==> src/rtl/cache_perf_top.sv <==
// Cache experiment top: a fixed request trace drives a direct-mapped write-back,
// write-allocate cache over a fixed-latency word memory; counts cycles, requests and hits.
module cache_perf_top #(
   parameter int MEM_LATENCY = 4,
   parameter int CACHE_LINES = 16,
   parameter int LINE_WORDS  = 4,
   parameter int MEM_WORDS   = 256,
   parameter int TRACE_LEN   = 16
) (
   input  logic       clk,
   input  logic       rst,
   output logic [7:0] clk_count,
   output logic [7:0] inst_count,
   output logic [7:0] hit_count
);
   localparam int OFF_W   = $clog2(LINE_WORDS);
   localparam int IDX_W   = $clog2(CACHE_LINES);
   localparam int TAG_LSB = 2 + OFF_W + IDX_W;
   localparam int TAG_W   = 32 - TAG_LSB;
   localparam int MEM_AW  = $clog2(MEM_WORDS);
   localparam int LINE_AW = MEM_AW - OFF_W;
   localparam int CNT_W   = $clog2(MEM_LATENCY + 1);
   localparam int PTR_W   = $clog2(TRACE_LEN + 1);

   localparam logic [2:0] S_IDLE   = 3'd0;
   localparam logic [2:0] S_LOOKUP = 3'd1;
   localparam logic [2:0] S_WB     = 3'd2;
   localparam logic [2:0] S_REFILL = 3'd3;
   localparam logic [2:0] S_DONE   = 3'd4;

   function automatic logic [MEM_WORDS-1:0][31:0] mem_image();
      logic [MEM_WORDS-1:0][31:0] img;
      for (int i = 0; i < MEM_WORDS; i++) img[i] = 32'(i * 4);
      return img;
   endfunction

   // {is_write, byte_address}
   function automatic logic [32:0] trace_at(input logic [3:0] i);
      logic [32:0] t;
      t = '0;
      case (i)
         4'd0:  t = {1'b0, 32'h000};
         4'd1:  t = {1'b0, 32'h004};
         4'd2:  t = {1'b0, 32'h008};
         4'd3:  t = {1'b0, 32'h00C};
         4'd4:  t = {1'b0, 32'h010};
         4'd5:  t = {1'b1, 32'h014};
         4'd6:  t = {1'b0, 32'h100};
         4'd7:  t = {1'b0, 32'h000};
         4'd8:  t = {1'b0, 32'h110};
         4'd9:  t = {1'b0, 32'h014};
         4'd10: t = {1'b0, 32'h018};
         4'd11: t = {1'b0, 32'h200};
         4'd12: t = {1'b0, 32'h204};
         4'd13: t = {1'b1, 32'h208};
         4'd14: t = {1'b0, 32'h208};
         4'd15: t = {1'b0, 32'h000};
      endcase
      return t;
   endfunction

   function automatic logic [7:0] sat_inc(input logic [7:0] v);
      return (v == 8'hFF) ? v : v + 8'd1;
   endfunction

   logic [2:0]         state_q, state_d;
   logic [PTR_W-1:0]   ptr_q, ptr_d;
   logic [CNT_W-1:0]   cnt_q, cnt_d;
   logic [7:0]         clk_cnt_q, clk_cnt_d, inst_cnt_q, inst_cnt_d, hit_cnt_q, hit_cnt_d;
   logic [CACHE_LINES-1:0] valid_q, dirty_q;
   logic [TAG_W-1:0]   tag_q [CACHE_LINES];
   logic [LINE_WORDS-1:0][31:0] data_q [CACHE_LINES];
   // Power-up image only; the backing store deliberately survives reset.
   logic [MEM_WORDS-1:0][31:0] mem_q = mem_image();
   logic               ld_vld_q, ld_vld_d;
   logic [31:0]        ld_dat_q, ld_dat_d;

   logic [32:0]        cur;
   logic               cur_wr, hit, done_req, was_hit, wb_en, fill_en, wr_hit_en;
   logic [31:0]        cur_addr, wdata;
   logic [IDX_W-1:0]   idx;
   logic [OFF_W-1:0]   off;
   logic [TAG_W-1:0]   tag;
   logic [LINE_AW-1:0] mem_line, victim_line;
   logic [LINE_WORDS-1:0][31:0] fill_line;

   assign cur         = trace_at(ptr_q[3:0]);
   assign cur_wr      = cur[32];
   assign cur_addr    = cur[31:0];
   assign idx         = cur_addr[TAG_LSB-1 -: IDX_W];
   assign off         = cur_addr[2 +: OFF_W];
   assign tag         = cur_addr[31 -: TAG_W];
   assign mem_line    = cur_addr[2+OFF_W +: LINE_AW];
   assign victim_line = {tag_q[idx][LINE_AW-IDX_W-1:0], idx};
   assign hit         = valid_q[idx] && (tag_q[idx] == tag);
   assign wdata       = 32'hA5A5_0000 | {16'h0, cur_addr[15:0]};

   always_comb begin
      for (int w = 0; w < LINE_WORDS; w++) begin
         fill_line[w] = mem_q[{mem_line, OFF_W'(w)}];
         if (cur_wr && off == OFF_W'(w)) fill_line[w] = wdata;
      end
   end

   always_comb begin
      state_d    = state_q;
      ptr_d      = ptr_q;
      cnt_d      = cnt_q;
      clk_cnt_d  = (state_q != S_DONE) ? sat_inc(clk_cnt_q) : clk_cnt_q;
      inst_cnt_d = inst_cnt_q;
      hit_cnt_d  = hit_cnt_q;
      ld_vld_d   = 1'b0;
      ld_dat_d   = ld_dat_q;
      done_req   = 1'b0;
      was_hit    = 1'b0;
      wb_en      = 1'b0;
      fill_en    = 1'b0;
      wr_hit_en  = 1'b0;
      case (state_q)
         // IDLE performs the lookup of entry 0 so the first cycle is not wasted.
         S_IDLE, S_LOOKUP: begin
            if (hit) begin
               done_req  = 1'b1;
               was_hit   = 1'b1;
               wr_hit_en = cur_wr;
               ld_dat_d  = data_q[idx][off];
            end else begin
               cnt_d   = '0;
               state_d = (valid_q[idx] && dirty_q[idx]) ? S_WB : S_REFILL;
            end
         end
         S_WB: begin
            if (cnt_q == CNT_W'(MEM_LATENCY - 1)) begin
               wb_en   = 1'b1;
               cnt_d   = '0;
               state_d = S_REFILL;
            end else begin
               cnt_d = cnt_q + CNT_W'(1);
            end
         end
         S_REFILL: begin
            if (cnt_q == CNT_W'(MEM_LATENCY - 1)) begin
               fill_en  = 1'b1;
               done_req = 1'b1;
               ld_dat_d = mem_q[{mem_line, off}];
            end else begin
               cnt_d = cnt_q + CNT_W'(1);
            end
         end
         default: ;
      endcase
      if (done_req) begin
         ld_vld_d   = !cur_wr;
         inst_cnt_d = sat_inc(inst_cnt_q);
         if (was_hit) hit_cnt_d = sat_inc(hit_cnt_q);
         ptr_d   = ptr_q + PTR_W'(1);
         state_d = (ptr_q == PTR_W'(TRACE_LEN - 1)) ? S_DONE : S_LOOKUP;
      end
   end

   always_ff @(posedge clk) begin
      if (rst) begin
         state_q    <= S_IDLE;
         ptr_q      <= '0;
         cnt_q      <= '0;
         clk_cnt_q  <= '0;
         inst_cnt_q <= '0;
         hit_cnt_q  <= '0;
         valid_q    <= '0;
         dirty_q    <= '0;
         ld_vld_q   <= 1'b0;
         ld_dat_q   <= '0;
      end else begin
         state_q    <= state_d;
         ptr_q      <= ptr_d;
         cnt_q      <= cnt_d;
         clk_cnt_q  <= clk_cnt_d;
         inst_cnt_q <= inst_cnt_d;
         hit_cnt_q  <= hit_cnt_d;
         ld_vld_q   <= ld_vld_d;
         ld_dat_q   <= ld_dat_d;
         if (wr_hit_en) dirty_q[idx] <= 1'b1;
         if (fill_en) begin
            valid_q[idx] <= 1'b1;
            dirty_q[idx] <= cur_wr;
         end
      end
   end

   // Arrays carry no reset; reset only suppresses their updates.
   always_ff @(posedge clk) begin
      if (!rst) begin
         if (wr_hit_en) data_q[idx][off] <= wdata;
         if (fill_en) begin
            data_q[idx] <= fill_line;
            tag_q[idx]  <= tag;
         end
         if (wb_en) begin
            for (int w = 0; w < LINE_WORDS; w++)
               mem_q[{victim_line, OFF_W'(w)}] <= data_q[idx][w];
         end
      end
   end

   assign clk_count  = clk_cnt_q;
   assign inst_count = inst_cnt_q;
   assign hit_count  = hit_cnt_q;
endmodule

==> config.mk <==
export PLATFORM = sky130hd
export DESIGN_NAME = cache_perf_top
export DESIGN_NICKNAME = d
export VERILOG_FILES = /design/src/rtl/cache_perf_top.sv
export SDC_FILE = /design/constraint.sdc
export NUM_CORES = 1
export LEC_CHECK = 0
export CORE_AREA = 3 3 94 96
export CTS_CLUSTER_DIAMETER = 200
export DETAILED_ROUTE_END_ITERATION = 6
export DIE_AREA = 0 0 97 99
export PLACE_DENSITY = 0.49
export SLEW_MARGIN = 20
export SYNTH_ARGS = -nofsm -noshare
export SYNTH_HDL_FRONTEND = slang
export SYNTH_SLANG_ARGS = --single-unit
==> constraint.sdc <==
create_clock -name clk -period 2.55 [get_ports clk]
set_clock_uncertainty 0.2 [all_clocks]
set_input_delay 0.51 -clock clk [delete_from_list [all_inputs] [get_ports clk]]
set_output_delay 0.51 -clock clk [all_outputs]
set_load 0.01 [all_outputs]
==> metrics.txt <==
clk sinks 47; kind of critical path reg -> reg; max-slew violations 0; Arrival @ worst endpoint between 2 and 2.5 ns; FF-to-FF setup slack about 0.13 ns; endpoints failing hold 0; RePlAce Congestion about 0.82; most frequent cells in the layout dfxtp_1, nor2_1, clkdlybuf4s50_1; max incr delay on CP just under 0.5 ns; post-synth net total between 200 and 300; share of cells above drive strength 1 a little over a tenth; area grow syn2layout 25.3%; initial drt markers between 70 and 80; DR DRC count 0; Longest Clk Path Bufs 2; worst vdd ir between 0.00015 and 0.0002 V; drt total wl between 4000 and 5000 um; DP HPWL 3530 um; Async SR Flop Fraction 0%; Die Span Y about 99 um; f_max between 400 and 500 MHz; share of the synthesized area in the top cell type approximately 37%; most common cell after layout, fill and taps aside dfxtp_1; sequential share of the synthesized area between 40% and 50%; CTS H-tree lvls 2; largest net degree at the start of global routing 20; via count between 1,500 and 2,000; fin area between 2000 and 3000 um^2; layout net count roughly 300; Post-synth EDFFs 4; post-layout worst setup margin between 0.1 and 0.15 ns; status finished, final reports clean; Worst EP required about 2.6 ns; Synth area leader dfxtp_1; Primary FF master, synth dfxtp_1; n_diodes 0; final setup violation count 0; crit path max-delay cell type dfxtp_1; core area about 8100 um^2; Synth warnings 0; Core Util, Final 35.5%; hold buffer count at cts 0; initial antenna violation count 0; layout filler cell count 824; post-synth design cell area around 2300 um^2; global-route wire length before repair approximately 8500 um; TritonCTS buffer count 5; PwrDens between 500 and 600 nW/um^2; min-delay worst type reg -> reg; vias per std cell approximately 4.7; num rows 33; critical path's top delay family simple AND/OR/NAND/NOR gates; Setup crit start kind flip-flop; critical path fanouts, max 10; CTS tree done; Synth Register Bits 47; Rel. slew slack between 60% and 70%; # IOs 26; Reg clk slew, reported paths 0.09 ns; Static Leak around 1.0 nW; Buf+Inv Stages, Crit Path 0; top post-synthesis cells by area dfxtp_1, xnor2_1, nor2_1; DP Worst Slack approximately 0.12 ns; Crit. End Element flip-flop; Tightest Pin Transition between 0.5 and 0.6 ns; DR WL/cell ~12 um; die span in x between 90 and 100 um; Tmin final 2.42 ns; Starting Density between 20% and 30%; CTS root buf clkbuf_8; GR Util All Layers between 10% and 20%; buffers inserted by post-CTS timing repair 0; setup TNS 0 ns; maxcap violations 0; period utilization a little over nine tenths; DRT antenna net count 0; RSZ-0062 raised after global routing no; post-placement cell area between 2000 and 3000 um^2; drt pass-1 iters 4; I/O Buffers 25; Die Area a little under 10,000 um^2; via count of the first global-routing pass 1,798; Mapped Avg Cell Area ~9.1 um^2; crit path cell chain mux2i_1 > or3_4 > o31a_2 > or3_1 > a21oi_1 > and2_1; GR Overflow Total 0; Gate Count Post-Synth ~250; Synth cell types 44; clk_lat worst skew ~0.3 ns
==> cell usage after synthesis (2+ instances only) <==
cell type  number
dfxtp_1        43
nor2_1         33
xnor2_1        20
nand2_1        17
nand3_1        16
a21oi_1        14
nor3_1         10
inv_1           9
ha_1            8
nand4_1         7
mux2i_1         6
o21ai_0         6
o21ai_1         6
clkbuf_1        5
nor4_1          5
xor2_1          5
edfxtp_1        4
and2_1          3
buf_2           3
nand2b_1        3
or3_1           3
a21o_1          2
and3_1          2
buf_6           2
nor3b_1         2
o31a_1          2
==> metrics by stage <==
step	std cells	power [mW]	hold slack, ns
6_report	397	1.52	0.278
5_1_grt	397	1.57	0.321
4_1_cts	397	1.53	0.281
3_5_place_dp	389	0.923	0.268
3_3_place_gp	389	0.923	0.261
2_1_floorplan	254	0.879	0.248
==> repair_timing <==
item                                    in CTS  in global routing
endpoints found under the hold margin        0                  0
endpoints found under the setup margin       0                  2
gates resized for setup                      0                  4
==> metal layers <==
layer | track usage [%] | vias to the layer above | part of all wire (%)
li1 | - | 976 | -
met1 | 14.0 | 863 | 53
met2 | 16.7 | 23 | 44
met3 | 1.70 | 5 | 1.7
met4 | 3.89 | 0 | 1.3
met5 | 0 | - | 0
==> worst reg2reg max path, cell delays in order (launching register included) <==
cell and delay (ns):
dfxtp_1 0.49, mux2i_1 0.14, or3_4 0.38, o31a_2 0.45
or3_1 0.40, a21oi_1 0.17, and2_1 0.13
==> worst paths after layout <==
path                                          end      startpoint  cells past startpoint
worst max-delay path            cur[9]$_SDFF_PN0_  cur[4]$_DFF_P_                      6
worst min-delay path                    flip-flop       flip-flop                      2
worst max register to register  cur[9]$_SDFF_PN0_  cur[4]$_DFF_P_                      6
worst min register to register          flip-flop       flip-flop                      2
==> sequential cells by signal, indices dropped and copies added, names as in the netlist, named ones only <==
register and cells:
ptr_q 5, state_q 3, tag_q 4, cnt_q 3, clk_count 8, cur 4, hit_count 8, inst_count 8
valid_q 2
==> report_power, final <==
| part | internal (mW) | leakage [nW] | switching (mW) |
|---|---|---|---|
| clock | 0.353 | 0.0636 | 0.255 |
| sequential | 0.757 | 0.386 | 0.0197 |
| combinational | 0.0633 | 0.546 | 0.0676 |
| total | 1.17 | 0.995 | 0.342 |
==> cell type report <==
| class | instances | area (um^2) | area share [%] |
|---|---|---|---|
| Sequential cell | 47 | 981 | 34.0 |
| Multi-Input combinational cell | 188 | 1250 | 43.3 |
| Clock inverter | 1 | 30.0 | 1.04 |
| Inverter | 9 | 33.8 | 1.17 |
| Clock buffer | 7 | 97.6 | 3.38 |
| Tap cell | 105 | 131 | 4.55 |
| Timing Repair Buffer | 40 | 363 | 12.6 |
==> kinds of logic (layout without fill, tap and decap cells) <==
group	count (synthesis)	count (layout)	synth area share, %
XOR/XNOR	25	25	9.51
adder cells (fa/ha/maj)	8	8	4.35
flip-flops	47	47	42.6
buffers and inverters	19	57	3.91
multiplexers	8	8	4.07
AND/OR/NAND/NOR	107	107	24.1
AO/OA/AOI/OAI	40	40	11.5
No activity file was read; power rests on OpenSTA's default activity.
